==> config.mk <==
export PLATFORM = sky130hd
export DESIGN_NAME = spmv_isect_feeder
export DESIGN_NICKNAME = d
export VERILOG_FILES = /design/src/rtl/spmv_isect_feeder.sv
export SDC_FILE = /design/constraint.sdc
export NUM_CORES = 1
export LEC_CHECK = 0
export CAP_MARGIN = 20
export CORE_MARGIN = 2
export CORE_UTILIZATION = 45
export CTS_BUF_LIST = sky130_fd_sc_hd__clkbuf_8
export CTS_CLUSTER_DIAMETER = 80
export CTS_CLUSTER_SIZE = 25
export DETAILED_ROUTE_END_ITERATION = 8
export GPL_TIMING_DRIVEN = 0
export PLACE_DENSITY_LB_ADDON = 0.2
export SETUP_SLACK_MARGIN = 0.05
export SLEW_MARGIN = 20
export SYNTH_ARGS = -nofsm -noshare
export SYNTH_HDL_FRONTEND = slang
export SYNTH_SLANG_ARGS = --single-unit
==> constraint.sdc <==
create_clock -name clk -period 7.1 [get_ports clk]
set_clock_uncertainty 0.2 [all_clocks]
set_input_delay 0.71 -clock clk [delete_from_list [all_inputs] [get_ports clk]]
set_output_delay 0.71 -clock clk [all_outputs]
set_load 0.005 [all_outputs]
==> src/rtl/spmv_isect_feeder.sv <==
// ---------------------------------------------------------------------------
// spmv_isect_feeder
//
// Purpose:
//   Upstream feeder for the signed streaming MAC. It merges two index-sorted
//   sparse vectors, a CSR row of A and a CSC column of B, by index. Each
//   matching index produces one operand pair per cycle for the MAC. The feeder
//   also drives the MAC's ce/sload so that every dot product starts a fresh
//   accumulation. The final pair carries mac_last so the downstream drain knows
//   when to capture the result.
//
// Ports:
//   clk, rst_n               clock (rising edge) / async active-low reset
//   a_valid/a_ready          stream A handshake (ready is combinational)
//   a_idx/a_val/a_last       stream A element: unsigned index, signed value, end
//   b_*                      same fields for stream B
//   mac_ce                   operand pair valid (MAC clock enable)
//   mac_a, mac_b             operand pair (zero when mac_ce=0)
//   mac_sload                first pair of a dot product
//   mac_last                 final pair of a dot product
//   busy                     elements consumed, result not yet flushed
//   order_err                sticky: an index failed to strictly increase
// ---------------------------------------------------------------------------
module spmv_isect_feeder #(
  parameter int SIZEIN = 16,
  parameter int IDXW   = 16
) (
  input  logic                     clk,
  input  logic                     rst_n,
  input  logic                     a_valid,
  output logic                     a_ready,
  input  logic [IDXW-1:0]          a_idx,
  input  logic signed [SIZEIN-1:0] a_val,
  input  logic                     a_last,
  input  logic                     b_valid,
  output logic                     b_ready,
  input  logic [IDXW-1:0]          b_idx,
  input  logic signed [SIZEIN-1:0] b_val,
  input  logic                     b_last,
  output logic                     mac_ce,
  output logic signed [SIZEIN-1:0] mac_a,
  output logic signed [SIZEIN-1:0] mac_b,
  output logic                     mac_sload,
  output logic                     mac_last,
  output logic                     busy,
  output logic                     order_err
);

  localparam logic [1:0] ST_MERGE   = 2'd0;
  localparam logic [1:0] ST_DRAIN_A = 2'd1;
  localparam logic [1:0] ST_DRAIN_B = 2'd2;
  localparam logic [1:0] ST_FLUSH   = 2'd3;

  logic [1:0]               r_state;
  logic signed [SIZEIN-1:0] r_pa;
  logic signed [SIZEIN-1:0] r_pb;
  logic                     r_pfirst;
  logic                     r_pvalid;
  logic                     r_started;
  logic                     r_busy;
  logic                     r_order_err;
  logic                     r_mac_ce;
  logic signed [SIZEIN-1:0] r_mac_a;
  logic signed [SIZEIN-1:0] r_mac_b;
  logic                     r_mac_sload;
  logic                     r_mac_last;

  logic                     w_a_lt;
  logic                     w_a_eq;
  logic                     w_a_pop;
  logic                     w_b_pop;
  logic                     w_match;
  logic                     w_a_end;
  logic                     w_b_end;
  logic [1:0]               w_pop;
  logic [1:0]               w_last;
  logic [1:0]               w_ord_bad;
  logic [IDXW-1:0]          w_idx [2];

  assign w_a_lt = (a_idx < b_idx);
  assign w_a_eq = (a_idx == b_idx);

  // In MERGE the stream holding the smaller index advances. Both streams
  // advance on equal indices. Nothing advances until both sides are valid.
  always_comb begin
    a_ready = 1'b0;
    b_ready = 1'b0;
    case (r_state)
      ST_MERGE: begin
        if (a_valid && b_valid) begin
          a_ready = w_a_lt | w_a_eq;
          b_ready = ~w_a_lt;
        end
      end
      ST_DRAIN_A: a_ready = 1'b1;
      ST_DRAIN_B: b_ready = 1'b1;
      default: ;
    endcase
  end

  assign w_a_pop = a_valid & a_ready;
  assign w_b_pop = b_valid & b_ready;
  assign w_match = (r_state == ST_MERGE) & w_a_pop & w_b_pop;
  assign w_a_end = w_a_pop & a_last;
  assign w_b_end = w_b_pop & b_last;

  // Per-stream ordering monitor. The previous index is forgotten after the
  // last element, so the first index of the next vector is never compared
  // against the tail of the previous one.
  assign w_pop    = {w_b_pop, w_a_pop};
  assign w_last   = {b_last, a_last};
  assign w_idx[0] = a_idx;
  assign w_idx[1] = b_idx;

  genvar gi;
  generate
    for (gi = 0; gi < 2; gi++) begin : g_order
      logic [IDXW-1:0] r_prev_idx;
      logic            r_prev_vld;

      always_ff @(posedge clk or negedge rst_n) begin
        if (!rst_n) begin
          r_prev_idx <= '0;
          r_prev_vld <= 1'b0;
        end else if (w_pop[gi]) begin
          r_prev_idx <= w_idx[gi];
          r_prev_vld <= ~w_last[gi];
        end
      end

      assign w_ord_bad[gi] = w_pop[gi] & r_prev_vld & (w_idx[gi] <= r_prev_idx);
    end
  endgenerate

  always_ff @(posedge clk or negedge rst_n) begin
    if (!rst_n) begin
      r_state     <= ST_MERGE;
      r_pa        <= '0;
      r_pb        <= '0;
      r_pfirst    <= 1'b0;
      r_pvalid    <= 1'b0;
      r_started   <= 1'b0;
      r_busy      <= 1'b0;
      r_order_err <= 1'b0;
      r_mac_ce    <= 1'b0;
      r_mac_a     <= '0;
      r_mac_b     <= '0;
      r_mac_sload <= 1'b0;
      r_mac_last  <= 1'b0;
    end else begin
      // MAC outputs are single-cycle pulses and read as zero when idle.
      r_mac_ce    <= 1'b0;
      r_mac_a     <= '0;
      r_mac_b     <= '0;
      r_mac_sload <= 1'b0;
      r_mac_last  <= 1'b0;

      if (|w_ord_bad) begin
        r_order_err <= 1'b1;
      end
      if (w_a_pop || w_b_pop) begin
        r_busy <= 1'b1;
      end

      case (r_state)
        ST_MERGE: begin
          // A match is always held back one step. This lets the terminal
          // pair be tagged with mac_last once the end of a vector is known.
          if (w_match) begin
            if (r_pvalid) begin
              r_mac_ce    <= 1'b1;
              r_mac_a     <= r_pa;
              r_mac_b     <= r_pb;
              r_mac_sload <= r_pfirst;
              r_pfirst    <= 1'b0;
            end else begin
              r_pfirst  <= ~r_started;
              r_started <= 1'b1;
            end
            r_pa     <= a_val;
            r_pb     <= b_val;
            r_pvalid <= 1'b1;
          end

          if (w_a_end && w_b_end) begin
            r_state <= ST_FLUSH;
          end else if (w_a_end) begin
            r_state <= ST_DRAIN_B;
          end else if (w_b_end) begin
            r_state <= ST_DRAIN_A;
          end
        end

        ST_DRAIN_A: begin
          if (w_a_end) begin
            r_state <= ST_FLUSH;
          end
        end

        ST_DRAIN_B: begin
          if (w_b_end) begin
            r_state <= ST_FLUSH;
          end
        end

        default: begin  // ST_FLUSH
          // With an empty intersection a 0*0 pair is emitted with sload and
          // last together, so the MAC still produces exactly one result (0).
          r_mac_ce   <= 1'b1;
          r_mac_last <= 1'b1;
          if (r_pvalid) begin
            r_mac_a     <= r_pa;
            r_mac_b     <= r_pb;
            r_mac_sload <= r_pfirst;
          end else begin
            r_mac_sload <= 1'b1;
          end
          r_pvalid  <= 1'b0;
          r_pfirst  <= 1'b0;
          r_started <= 1'b0;
          r_busy    <= 1'b0;
          r_state   <= ST_MERGE;
        end
      endcase
    end
  end

  assign mac_ce    = r_mac_ce;
  assign mac_a     = r_mac_a;
  assign mac_b     = r_mac_b;
  assign mac_sload = r_mac_sload;
  assign mac_last  = r_mac_last;
  assign busy      = r_busy;
  assign order_err = r_order_err;

endmodule

==> results.txt <==
Leakage: 3.223 nW
Row cnt: 39
Post-synthesis net count: 602
Normalized max-slew margin: 66.60%
Clk slew on worst S/H paths: 0.09 ns
Async set or reset register ratio after synthesis: 100.0%
Post-CTS sizing: 0
Initial antenna violation count: 0
Vias per inst: 5.131
CTS Sinks: 108
Top cells by area, synth: dfrtp_1 (51%), ha_1 (12%), mux2_2 (6.6%)
Slew at the pin closest to its max-slew limit: 0.4969 ns
Status: finished clean
Tmin final: 4.136 ns
RR Endpoint: mac_a[13]
Cts bufs inserted: 9
Reg area: 2703 um2
Die Wd: 112.2 um
DP HPWL: 8763 um
Setup bufs post-CTS: 0
VDD IR max: 0.0001926 V
Most frequent cells in the layout: dfrtp_1 (108), clkdlybuf4s50_1 (107), inv_1 (55)
Dpl cell area: 6554 um2
Maximum fanout along the worst path: 5
Detail Route Antenna Nets: 0
Seq/Total Area, Yosys: 51.33%
Root buffer cell: clkbuf_8
Number of synthesized flops with an enable pin: 0
Startpoint types: input port
CP endpoint kind: primary output
FF-to-FF setup slack: 4.35 ns
Synthesized area: 5265 um2
Pwr dens: 303.3 nW/um2
Crit Path Class: input port to primary output
CP required: 6.19 ns
Crit path launch: b_idx[14]
Die Area: 12580 um2
# IOs: 109
Reg2reg path depth: 11
Global-route wire length before repair: 19130 um
Cells after synthesis: 480
Crit path DAT: 3.23 ns
Fin area: 6760 um2
Initial drt markers: 167
Htree depth: 3
Die height: 112.2 um
CP endpoint: b_ready
GPL Wtd Cong: 0.8213
Drt pass-1 iters: 5
CTS tree: built
DRC viols: 0
Fin Hold WS: 0.03325 ns
Fmax: 0.2418 GHz
Hold buffer count at CTS: 0
Max-cap violations: 0
Number of global-route vias before repair: 3936
Number of port buffers: 108
Top cell type by total area after synthesis: dfrtp_1
Min-delay worst type: input port to asynchronous set/reset pin
Top_reg_cell synth: dfrtp_1
# diodes: 0
Setup TNS: 0 ns
Top-area cell type share of the netlist area: 51.33%
Max Slew Vio Count: 0
Total core area: 11420 um2
Clk_lat worst skew: 0.39 ns
Share of layout cells above drive strength 1: 11.74%
Synth Register Bits: 108
Fill cells: 994
Total Routing Usage GR: 19.20%
Final count of hold timing violations: 0
Via count: 3838
RSZ-0062 raised after global routing: no
Setup Viol. Count Final: 0
Initial Util: 46.11%
Final WL: 11260 um
Reg-to-Reg Start: r_state[1]
Synth cell types: 48
Worst-case clock buffer depth: 2
Syn Area/Cell: 10.97 um2
# nets final: 722
Area growth from synthesis to layout: 28.40%
Total congestion overflow: 0
Synthesis Warnings: 0
Pin count of the biggest net entering global routing: 66
Commonest non-fill, non-tap cell in the layout: dfrtp_1
Fin crit share: 58.25%
Multi-input gate area: 2258 um2
Post-DR wirelength/cell: 15.06 um
## flip-flops by register name (all words and copies together), names as in the netlist, 2 cells and up
register	count
g_order.r_prev_idx	32
mac_a	16
mac_b	16
r_pa	16
r_pb	16
g_order.r_prev_vld	2
r_state	2
## cells in the mapped netlist (2+ instances only)
cell        n
nand3_1     5
a21o_1      6
o21bai_1    3
ha_1       52
nand2_1    49
a21boi_0    2
a31oi_1     2
nor2b_1     2
a211oi_1    2
nand4_1     8
buf_6       4
mux2_2     31
mux2_1      3
and2_1     33
nand2b_1    3
inv_1      55
clkbuf_1    6
o21ai_0    42
nor2_1     12
nor3_1      6
a21oi_1    15
dfrtp_1   108
buf_2       6
## critical path: stages
cell and delay [ns]:
clkdlybuf4s50_1 0.49, inv_1 0.08, ha_1 0.32, nand4_2 0.18, nor3_1 0.09, nor4_2 0.48
nand4b_2 0.24, and2_1 0.20, clkdlybuf4s50_1 0.44
## per-stage QoR
| stage | util, % | instances | power, mW | setup WS (ns) |
|---|---|---|---|---|
| finish | 59.20 | 748 | 2.050 | 2.964 |
| global route | 59.20 | 748 | 2.225 | 2.823 |
| CTS | 59.20 | 748 | 2.068 | 2.928 |
| detailed placement | 57.40 | 732 | 1.676 | 2.935 |
| global placement | 57.14 | 731 | 1.623 | 1.046 |
| floorplan | - | 480 | 1.414 | 4.177 |
## metal layers
layer	GRT usage [%]	up-vias	routed length (um)
met5	0	-	0
met4	5.122	0	147
met3	9.449	14	1108
met2	30.64	121	5305
met1	23.35	1842	4701
li1	-	1861	-
## cell families (layout without fill, tap and decap cells)
group / count (synthesis) / count (layout) / synth area share, %
and+or+nand+nor: 124 / 124 / 12.45
adders and majority gates: 52 / 52 / 12.36
DFF: 108 / 108 / 51.33
muxes: 35 / 35 / 7.462
AOI/OAI and AO/OA: 90 / 90 / 10.62
buffers and inverters: 71 / 196 / 5.775
## area by class of cell
type	count	share of cell area [%]
Buffer	16	1.444
Clock buffer	9	1.832
Clock inverter	7	1.222
Inverter	55	3.054
Multi-Input combinational cell	301	33.41
Sequential cell	108	39.98
Tap cell	143	2.647
Timing Repair Buffer	109	16.42
## how the worst min path moves through the flow
stage,start,endpoint,cells past startpoint
floorplan,rst_n,busy,0
global placement,r_pb[7],mac_b[7],1
detailed placement,r_pb[11],mac_b[11],1
CTS,rst_n,mac_a[10],1
global route,rst_n,mac_a[10],1
finish,rst_n,g_order[1].r_prev_idx[14],1
## power by group
part	switching [mW]	internal, mW	total (mW)
registers	0.0883	0.822	0.910
logic	0.375	0.374	0.749
clock network	0.222	0.170	0.391
(Power assumes the default switching activity.)
